File: src/rtl/peak_tracker_4b_pkg.sv
// Shared definitions for the windowed peak tracker.
// Holds the FSM state encoding and the default window geometry.
package peak_tracker_4b_pkg;

   typedef enum logic [1:0] {
      ST_IDLE  = 2'd0,
      ST_ACCUM = 2'd1,
      ST_HOLD  = 2'd2
   } state_e;

   localparam int DEF_WIN   = 8;
   localparam int DEF_CNT_W = 4;

endpackage

File: src/rtl/greater_than_4b.sv
// Unsigned 4-bit strict greater-than comparator.
// gt is high when i1 is strictly larger than i0.
module greater_than_4b (
   input  logic [3:0] i1,
   input  logic [3:0] i0,
   output logic       gt
);

   assign gt = (i1 > i0);

endmodule

File: src/rtl/peak_tracker_4b.sv
// Windowed running-maximum tracker with valid/ready input and output.
// Reports the window maximum and the index of its first occurrence.
module peak_tracker_4b
   import peak_tracker_4b_pkg::*;
#(
   parameter int WIN   = DEF_WIN,
   parameter int CNT_W = DEF_CNT_W
) (
   input  logic             clk,
   input  logic             reset_n,
   input  logic             start,
   input  logic             in_valid,
   input  logic [3:0]       in_data,
   output logic             in_ready,
   output logic             out_valid,
   output logic [3:0]       out_max,
   output logic [CNT_W-1:0] out_idx,
   input  logic             out_ready,
   output logic             busy
);

   // The counter must reach WIN-1 without wrapping inside a window.
   generate
      if (WIN < 2 || WIN > (1 << CNT_W)) begin : gWinCheck
         $error("peak_tracker_4b: WIN out of range for CNT_W");
      end
   endgenerate

   localparam logic [CNT_W-1:0] LAST_CNT = CNT_W'(WIN - 1);

   state_e           stateQ, stateD;
   logic [CNT_W-1:0] cntQ, cntD;
   logic [3:0]       maxQ, maxD;
   logic [CNT_W-1:0] idxQ, idxD;
   logic             newIsGreater;

   greater_than_4b uGt (
      .i1 (in_data),
      .i0 (maxQ),
      .gt (newIsGreater)
   );

   always_ff @(posedge clk) begin
      if (!reset_n) begin
         stateQ <= ST_IDLE;
         cntQ   <= '0;
         maxQ   <= '0;
         idxQ   <= '0;
      end else begin
         stateQ <= stateD;
         cntQ   <= cntD;
         maxQ   <= maxD;
         idxQ   <= idxD;
      end
   end

   // The first accept of a window loads unconditionally, so stale results never leak in.
   always_comb begin
      stateD    = stateQ;
      cntD      = cntQ;
      maxD      = maxQ;
      idxD      = idxQ;
      in_ready  = 1'b0;
      out_valid = 1'b0;
      case (stateQ)
         ST_IDLE: begin
            if (start) begin
               stateD = ST_ACCUM;
               cntD   = '0;
            end
         end
         ST_ACCUM: begin
            in_ready = 1'b1;
            if (in_valid) begin
               cntD = cntQ + 1'b1;
               if (cntQ == '0) begin
                  maxD = in_data;
                  idxD = '0;
               end else if (newIsGreater) begin
                  maxD = in_data;
                  idxD = cntQ;
               end
               if (cntQ == LAST_CNT) begin
                  stateD = ST_HOLD;
               end
            end
         end
         ST_HOLD: begin
            out_valid = 1'b1;
            if (out_ready) begin
               stateD = start ? ST_ACCUM : ST_IDLE;
               cntD   = '0;
            end
         end
         default: begin
            stateD = ST_IDLE;
         end
      endcase
   end

   assign out_max = maxQ;
   assign out_idx = idxQ;
   assign busy    = (stateQ != ST_IDLE);

endmodule
File: config.mk
export PLATFORM = sky130hd
export DESIGN_NAME = peak_tracker_4b
export DESIGN_NICKNAME = d
export VERILOG_FILES = /design/src/rtl/peak_tracker_4b_pkg.sv /design/src/rtl/greater_than_4b.sv /design/src/rtl/peak_tracker_4b.sv
export SDC_FILE = /design/constraint.sdc
export NUM_CORES = 1
export LEC_CHECK = 0
export BUFFER_PORTS_ARGS = -buffer_cell sky130_fd_sc_hd__buf_2
export CAP_MARGIN = 30
export CORE_ASPECT_RATIO = 1.25
export CORE_MARGIN = 3
export CORE_UTILIZATION = 45
export DETAILED_ROUTE_END_ITERATION = 12
export PLACE_DENSITY_LB_ADDON = 0.12
export SLEW_MARGIN = 30
export SYNTH_ARGS = -nofsm -noshare
export SYNTH_HDL_FRONTEND = slang
export SYNTH_SLANG_ARGS = --single-unit
File: constraint.sdc
create_clock -name clk -period 1.9 [get_ports clk]
set_input_delay 0.095 -clock clk [delete_from_list [all_inputs] [get_ports clk]]
set_output_delay 0.095 -clock clk [all_outputs]
set_load 0.005 [all_outputs]
# After elaboration in Yosys (flattened, before gate mapping)
# Index checks and enable logic that the tools add are counted.
[classes]
n_addsub = 1
magnitude_cmp = 1
n_eq_ne = 7
n_mux = 16
n_reduce_logical = 8
[op_table]
columns = ["operator", "n"]
rows = [
  ["2-to-1 mux 4 bit", 7],
  ["case mux 4 bit (3 select lines)", 1],
  ["2-to-1 mux 2 bit", 4],
  ["!= test 2 bit, second input constant", 4],
  ["AND reduction 4 bit", 2],
  ["case mux 2 bit (3 select lines)", 1],
  ["adder 4 x 1 -> 4 bit, second input constant", 1],
  ["== test 4 x 3 -> 1 bit, second input constant", 1],
  ["greater-than comparator 4 bit", 1],
  ["zero test 4 bit", 1],
  ["nonzero test 2 bit", 2],
  ["2-to-1 mux 1 bit", 3],
  ["AND reduction 3 bit", 1],
  ["nonzero test 3 bit", 1],
  ["== test 2 x 1 -> 1 bit, second input constant", 1],
  ["== test 2 bit, second input constant", 1],
  ["zero test 2 bit", 1],
]
[word_totals]
reg_bits = 14
input_bits = 9
output_inout_bits = 11
elab_cells = 37

# Logic depth before layout (Yosys ltp)
# Gate-level depths: netlist of run 1.
[logic_depth]
word_depth = 4
ltp_mapped = 6
depth_no_buf = 6

# Cells and area by module
# From an unflattened synthesis of run 1, not the netlist that was laid out.
[hier_totals]
hier_cells = 91
area_unflattened_um2 = 795.8
[by_module_without_submodules]
columns = ["mod", "n_inst", "cells_per_inst", "area_each_um2", "seq_area_each_um2"]
rows = [
  ["peak_tracker_4b", 1, 78, 696.9, 280.3],
  ["greater_than_4b", 1, 13, 98.8, 0.0],
]

# Worst setup path after synthesis of run 1
# OpenSTA, ideal clock, no wires.
[synth_timing]
path_type = "register -> register"
start = "register maxQ[1] (netlist: out_max[1])"
end = "register idxQ[0] (netlist: out_idx[0])"
setup_time_ns = 0.072
t_arrival_ns = 1.433
required_time_ns = 1.828
slack_ns = 0.396
stages_incl_launch_ff = 7
n_path_buf = 0
period_less_slack_ns = 1.504
path_cell_list = "dfxtp_1 > inv_1 > ha_1 > nor2b_1 > o211ai_1 > a31oi_4 > mux2i_1"
[synth_between]
elab_chain_cells = 3
[synth_lines]
columns = ["element", "line", "rtl"]
rows = [
  ["from (decl)", "peak_tracker_4b.sv:33", "logic [3:0] maxQ, maxD;"],
  ["from (signal assigned)", "peak_tracker_4b.sv:52", "maxQ <= maxD;"],
  ["greater-than comparator 4 bit", "greater_than_4b.sv:9", "assign gt = (i1 > i0);"],
  ["nonzero test 2 bit (no source line)", "--", ""],
  ["AND reduction 3 bit (no source line)", "--", ""],
  ["to (signal assigned)", "peak_tracker_4b.sv:53", "idxQ <= idxD;"],
  ["to (decl)", "peak_tracker_4b.sv:34", "logic [CNT_W-1:0] idxQ, idxD;"],
]
# No other way between the ends.
# A chain may end at the register's enable or synchronous reset.

# Final worst setup path of run 1
# Same ends and word-level chain as after synthesis.

==> metrics.md, run 1 <==
| Metric | Value |
|---|---|
| Die area | `2310 um^2` |
| Tcrit/Tclk final | `0.853` |
| Switch share | `0.250` |
| Min Tclk post-route | `between 1.5 and 2 ns` |
| Largest net degree at the start of global routing | `23` |
| # hold bufs at CTS | `0` |
| CTS tree | `built` |
| GR Overflow Total | `0` |
| CTS Buffer Depth | `2` |
| Starting Density | `0.491` |
| F_max | `about 0.62 GHz` |
| P_int | `around 460 uW` |
| Port-buffer cells | `19` |
| Combinational share of power | `0.146` |
| Hold Crit Class | `in -> reg` |
| # IOs | `20` |
| Post-synthesis area per instance | `between 8 and 9 um^2` |
| CP startpoint kind | `flop` |
| Worst slew pin tran | `a little over 0.4 ns` |
| Clock Skew | `between 0.009 and 0.01 ns` |
| Worst path arrival time | `1.83 ns` |
| CP max FO | `8` |
| RSZ-0062 raised after global routing | `false` |
| Routed wire length per instance | `roughly 12 um` |
| Pre-CTS WS | `around 0.25 ns` |
| Global-route wire length before repair | `approximately 2.6 mm` |
| RR Startpoint | `out_max[1]` |
| CP required | `2.11 ns` |
| Setup slack after layout | `between 0.2 and 0.3 ns` |
| ANT nets after route | `0` |
| Critical-path top delay cell | `a31oi_4` |
| Worst Setup SP | `out_max[1]` |
| Mapped Area | `between 700 and 800 um^2` |
| H-tree levels | `1` |
| Critical Path Sink Type | `flop` |
| Pwr Density | `648 nW/um^2` |
| Number of clock sinks | `14` |
| Placer Congestion | `0.787` |
| Post-Route WL | `between 1.5 and 2 mm` |
| Drt via density | `5.11` |
| Synth-to-Final Area Change | `18.4%` |
| Sequential area share after synthesis | `0.352` |
| Max Cap Viol | `0` |
| CTS buffer count | `3` |
| Outcome | `complete, no violations` |
| Fill cells | `154` |
| Clk pwr share | `0.349` |
| Total GRT Usage | `0.152` |
| Dpl hpwl | `~1.2 mm` |
| Nets | `about 130` |
| Slew margin rel. | `0.725` |
| Worst path max stage delay | `0.40 ns` |
| Cells after Synth | `between 90 and 100` |
| Post-synth cell types | `29` |
| Worst path cell trace | `inv_1 > ha_1 > nor2b_1 > o211ai_1 > a31oi_4 > mux2i_1` |
| CTS resizes | `0` |
| DRT iter0 DRCs | `9` |
| Largest delay contributor family on the critical path | `compound AO/OA/AOI/OAI gates` |
| Final setup viols | `0` |
| Number of remaining DRC errors | `0` |
| Setup Buffers After CTS | `0` |
| Antenna Cells | `0` |
| Share of cells above drive strength 1 | `0.239` |
| Psw | `about 150 uW` |
| Vias | `670` |
| Yosys reg bits | `14` |
| Most frequent cells in the layout | `buf_2 (19), nand2_1 (17), dfxtp_1 (14), mux2i_1 (9), inv_1 (7)` |
| Root Buffer | `clkbuf_4` |
| Core footprint | `~1600 um^2` |
| Clk Latency, worst-skew pair | `0.28 ns` |
| Ys Warns | `0` |
| Endpoints failing hold | `0` |
| Vias in the first global route | `between 600 and 700` |
| Leading cell type in the layout, fill and taps excluded | `buf_2` |
| Reg area | `about 280 um^2` |
| Multi-input gate area | `roughly 480 um^2` |
| Critical path buffers and inverters | `1` |
| Die Height | `approximately 53 um` |
| Worst-path clk slew | `0.09 ns` |
| FP Rows | `16` |
| Final setup TNS | `0 ns` |
| Syn Nets | `~110` |
| Die X | `~44 um` |
| Initial antenna violation count | `0` |
| Setup Crit Path Kind | `reg -> reg` |
| Hold Path Origin | `in_data[2]` |
| Leak | `~0.43 nW` |
| Slew Viols, Final | `0` |
| Max IR drop VDD | `between 0.4 and 0.5 mV` |
| Drt pass-1 iters | `4` |
| Flop pwr share | `0.505` |
[metrics by stage]
stage / instances / util / area [um^2] / power (mW) / hold WS (ns)
floorplan: 92 / - / 796 / 0.375 / 0.237
global placement: 127 / 0.559 / 906 / 0.403 / 0.357
detailed placement: 127 / 0.559 / 906 / 0.406 / 0.366
CTS: 131 / 0.581 / 942 / 0.615 / 0.0682
global route: 131 / 0.581 / 942 / 0.642 / 0.0682
finish: 131 / 0.581 / 942 / 0.611 / 0.0683
[final timing paths]
check	slack (ns)	endpoint	cells past startpoint
max	0.28	out_idx[0]	6
max reg2reg	0.28	out_idx[0]	6
min	0.07	out_max[2]	3
min reg2reg	0.46	out_idx[2]	2
[routing by layer]
layer,up-vias,global-route usage,part of all wire
met4,0,0.106,0.027
met3,5,0.0238,0.054
met1,294,0.161,0.43
met5,-,0,0
met2,16,0.269,0.49
li1,355,-,-
[sequential cells by signal, indices dropped and copies added (netlist names)]
signal and flops:
out_max 4, cntQ 4, out_idx 4, stateQ 2
[synthesized netlist by cell type (all sizes together)]
library cell | number | share of area
a21boi | 2 | 0.019
a21oi | 2 | 0.013
a31oi | 2 | 0.035
and2 | 1 | 0.0079
and2b | 1 | 0.011
and3 | 1 | 0.0079
clkbuf | 2 | 0.0094
dfxtp | 14 | 0.35
ha | 6 | 0.094
inv | 7 | 0.033
mux2i | 9 | 0.11
nand2 | 17 | 0.080
nand2b | 1 | 0.0079
nand3 | 3 | 0.019
nand3b | 2 | 0.035
nand4 | 2 | 0.016
nand4b | 1 | 0.011
nor2 | 6 | 0.028
nor2b | 3 | 0.024
nor3b | 1 | 0.0094
o211ai | 1 | 0.0094
o21a | 2 | 0.019
o21ai | 2 | 0.013
o21bai | 1 | 0.0094
o22ai | 1 | 0.0079
or2 | 1 | 0.0079
or2b | 1 | 0.0094
[cell families (layout without fill, tap and decap cells)]
group                    after synthesis  after routing  share of synthesized area
AND/OR/NAND/NOR                       41             41                      0.274
flip-flops                            14             14                      0.352
AO/OA/AOI/OAI                         13             13                      0.124
multiplexers                           9              9                      0.113
buffers and inverters                  9             30                     0.0425
adder cells (fa/ha/maj)                6              6                     0.0943
[worst reg2reg max path, delay by kind of cell, from the launching register on]
kind                       cells  cell delay (ns)
AOI/OAI and AO/OA              2             0.53
muxes                          1             0.25
DFF                            1             0.34
and+or+nand+nor                1             0.12
adders and majority gates      1             0.27
buffers and inverters          1             0.05
[power groups by stage]
| stage | clock, mW | sequential [mW] | combinational [mW] |
|---|---|---|---|
| 6_report | 0.213 | 0.308 | 0.0892 |
| 5_1_grt | 0.230 | 0.310 | 0.101 |
| 4_1_cts | 0.216 | 0.309 | 0.0903 |
| 3_5_place_dp | 0 | 0.316 | 0.0900 |
| 3_3_place_gp | 0 | 0.315 | 0.0878 |
| 2_1_floorplan | 0 | 0.315 | 0.0607 |
[area by class of cell]
cell class,count,share of cell area
clock buffers,4,0.0385
well taps,18,0.0239
multi-input cells,69,0.511
repair buffers,19,0.101
flip-flops and latches,14,0.297
inverters,7,0.0279
Power figures use the tool's default switching activity.
==> inputs of run 2 (changes only) <==
SYNTH_HIERARCHICAL = 1   (was default)
==> run 2 against run 1 <==
- largest cell class unchanged
- highest routed layer unchanged
- critical endpoint is now out_max[1]
- critical path depth up 1
- combinational power is 2.5% lower
- clock skew hardly changed
==> metrics.md, run 2 <==
| Metric | Value |
|---|---|
| Switch share | `0.265 (+0.0149)` |
| F_max | `0.577 GHz (-6.5%)` |
| Largest net degree at the start of global routing | `18 (-22%)` |
| Post-synth EDFFs | `0 (unchanged)` |
| Die area | `2310 um^2 (unchanged)` |
| Worst Setup SP | `out_max[1]` |
| Max IR drop VDD | `0.408 mV (-2.2%)` |
| Share of the synthesized area in the top cell type | `0.352 (unchanged)` |
| Worst-path clk slew | `0.09 ns (about the same)` |
| Post-synth cell types | `29 (unchanged)` |
| Most frequent cells in the layout | `buf_2 (19), nand2_1 (14), dfxtp_1 (14), inv_1 (8), ha_1 (6)` |
| Max Cap Viol | `0 (unchanged)` |
| Slew Viols, Final | `0 (unchanged)` |
| Global-route wire length before repair | `2.90 mm (+13%)` |
| CTS resizes | `0 (unchanged)` |
| Fill cells | `166 (+7.8%)` |
| Core footprint | `1620 um^2 (unchanged)` |
| Final setup viols | `0 (unchanged)` |
| Ys Warns | `6 (+6)` |
| Sequential area share after synthesis | `0.352 (unchanged)` |
| Cell taking the most area after synthesis | `dfxtp_1` |
| CP required | `2.11 ns (about the same)` |
| Psw | `149 uW (-2.5%)` |
| Root Buffer | `clkbuf_4` |
| Die X | `43.6 um (unchanged)` |
| Mapped Area | `796 um^2 (unchanged)` |
| CTS Buffer Depth | `2 (unchanged)` |
| Final setup TNS | `0 ns (unchanged)` |
| Hold Crit Class | `in -> reg` |
| # IOs | `20 (unchanged)` |
| Total GRT Usage | `0.165 (+0.0126)` |
| H-tree levels | `1 (unchanged)` |
| Cells after Synth | `91 (-1.1%)` |
| Clk Latency, worst-skew pair | `0.28 ns (about the same)` |
| Share of cells above drive strength 1 | `0.255 (+0.0156)` |
| RSZ-0062 raised after global routing | `false` |
| Yosys reg bits | `14 (unchanged)` |
| Min Tclk post-route | `1.73 ns (+0.113 ns)` |
| Number of clock sinks | `14 (unchanged)` |
| Clk pwr share | `0.295 (-0.054)` |
| Outcome | `complete, no violations` |
| CP startpoint kind | `flop` |
| Hold Path Origin | `in_data[0]` |
| Antenna Cells | `0 (unchanged)` |
| GR Overflow Total | `0 (unchanged)` |
| RR Startpoint | `out_max[1]` |
| Leak | `0.388 nW (-9.5%)` |
| Post-Route WL | `1.67 mm (+8.4%)` |
| Dpl hpwl | `1.29 mm (+9.2%)` |
| Endpoints failing hold | `0 (unchanged)` |
| Post-synth ARST share | `0 (unchanged)` |
| Flop pwr share | `0.550 (+0.045)` |
| Slew margin rel. | `0.793 (+0.0688)` |
| Synth area leaders | `dfxtp_1 (35%), ha_1 (9.4%), nand2_1 (6.6%), mux2i_1 (6.3%), inv_1 (3.8%)` |
| Worst path arrival time | `1.94 ns (+0.11 ns)` |
| Leading cell type in the layout, fill and taps excluded | `buf_2` |
| P_int | `413 uW (-9.8%)` |
| Routed wire length per instance | `13.0 um (+11%)` |
| Starting Density | `0.491 (unchanged)` |
| Setup Buffers After CTS | `0 (unchanged)` |
| Worst slew pin tran | `0.309 ns (-0.104 ns)` |
| CP max FO | `8 (unchanged)` |
| DRT iter0 DRCs | `7 (-2)` |
| Critical Path Sink Type | `flop` |
| Combinational share of power | `0.155 (+0.009)` |
| Post-synth top flop | `dfxtp_1` |
| Vias | `730 (+9.0%)` |
| Post-synthesis area per instance | `8.74 um^2 (+1.1%)` |
| CTS buffer count | `3 (unchanged)` |
| Syn Nets | `106 (-0.93%)` |
| Drt via density | `5.70 (+12%)` |
| Number of remaining DRC errors | `0 (unchanged)` |
| Tcrit/Tclk final | `0.912 (+0.0592)` |
| FP Rows | `16 (unchanged)` |
| ANT nets after route | `0 (unchanged)` |
| Placer Congestion | `0.774 (-1.7%)` |
| Synth-to-Final Area Change | `15.1%` |
| Nets | `127 (-1.6%)` |
| Commonest cells in the netlist | `dfxtp_1 (14), nand2_1 (14), inv_1 (8), ha_1 (6)` |
| Initial antenna violation count | `0 (unchanged)` |
| WHS | `0.0685 ns (+0.000194 ns)` |
| Die Height | `53.0 um (unchanged)` |
| # hold bufs at CTS | `0 (unchanged)` |
| CTS tree | `built` |
| Setup Crit Path Kind | `reg -> reg` |
| Pwr Density | `614 nW/um^2 (-5.4%)` |
| Port-buffer cells | `19 (unchanged)` |
| Drt pass-1 iters | `2 (-2)` |
| Vias in the first global route | `675 (+8.9%)` |
| Clock Skew | `0.00977 ns (-0.000154 ns)` |
## run 2: cell count changes after synthesis, moves of 2 or more
cell | before | now
nor2_1 | 6 | 0
mux2i_1 | 9 | 5
a21oi_1 | 2 | 5
nand2_1 | 17 | 14
a21boi_0 | 2 | 0
nand3b_1 | 1 | 3
nand4_1 | 2 | 4
o211ai_1 | 1 | 3
## run 2: through the flow
step                      std cells  utilization  instance area, um^2  power [mW]  setup WS (ns)
after floorplan                  91            -                  796       0.376          0.169
after global placement          125        0.551                  893       0.402          0.210
after detailed placement        125        0.551                  893       0.404          0.144
after CTS                       128        0.565                  916       0.574          0.127
after global routing            128        0.565                  916       0.595        0.00395
final                           128        0.565                  916       0.562          0.167
## run 2: layout make-up
type	count	area, um^2	area share
flip-flops and latches	14	280	0.306
inverters	8	30.0	0.0328
well taps	18	22.5	0.0246
repair buffers	20	103	0.112
clock buffers	3	22.5	0.0246
multi-input cells	65	458	0.500
## run 2: final timing paths
check	cells past startpoint	slack [ns]	to
setup / recovery	7	0.17	out_max[1]
hold / removal	3	0.07	out_max[0]
setup reg to reg	7	0.17	out_max[1]
hold reg to reg	2	0.48	out_max[3]
## run 2: logic make-up after synthesis
| logic type | after synthesis | share of synthesized area |
|---|---|---|
| buffers and inverters | 12 | 0.0723 |
| and+or+nand+nor | 36 | 0.263 |
| adders and majority gates | 6 | 0.0943 |
| DFF | 14 | 0.352 |
| muxes | 5 | 0.0629 |
| AOI/OAI and AO/OA | 18 | 0.156 |
## run 2: power groups by stage
stage	Sequential [mW]	Clock (mW)	Combinational, mW
finish	0.309	0.166	0.0870
global route	0.311	0.183	0.100
CTS	0.310	0.176	0.0885
detailed placement	0.316	0	0.0881
global placement	0.316	0	0.0859
floorplan	0.312	0	0.0636
## run 2: per-layer routing
| layer | vias up | track usage | wire, um |
|---|---|---|---|
| li1 | 362 | - | - |
| met1 | 356 | 0.171 | 684 |
| met2 | 10 | 0.318 | 915 |
| met3 | 2 | 0.0204 | 55 |
| met4 | 0 | 0.0754 | 14 |
| met5 | - | 0 | 0 |
## run 2: critical path, stage by stage, from the launching register on
cell	delay, ns
dfxtp_1	0.36
inv_1	0.05
ha_1	0.27
and4_2	0.23
a21oi_1	0.16
inv_1	0.10
a21oi_4	0.27
mux2i_1	0.22
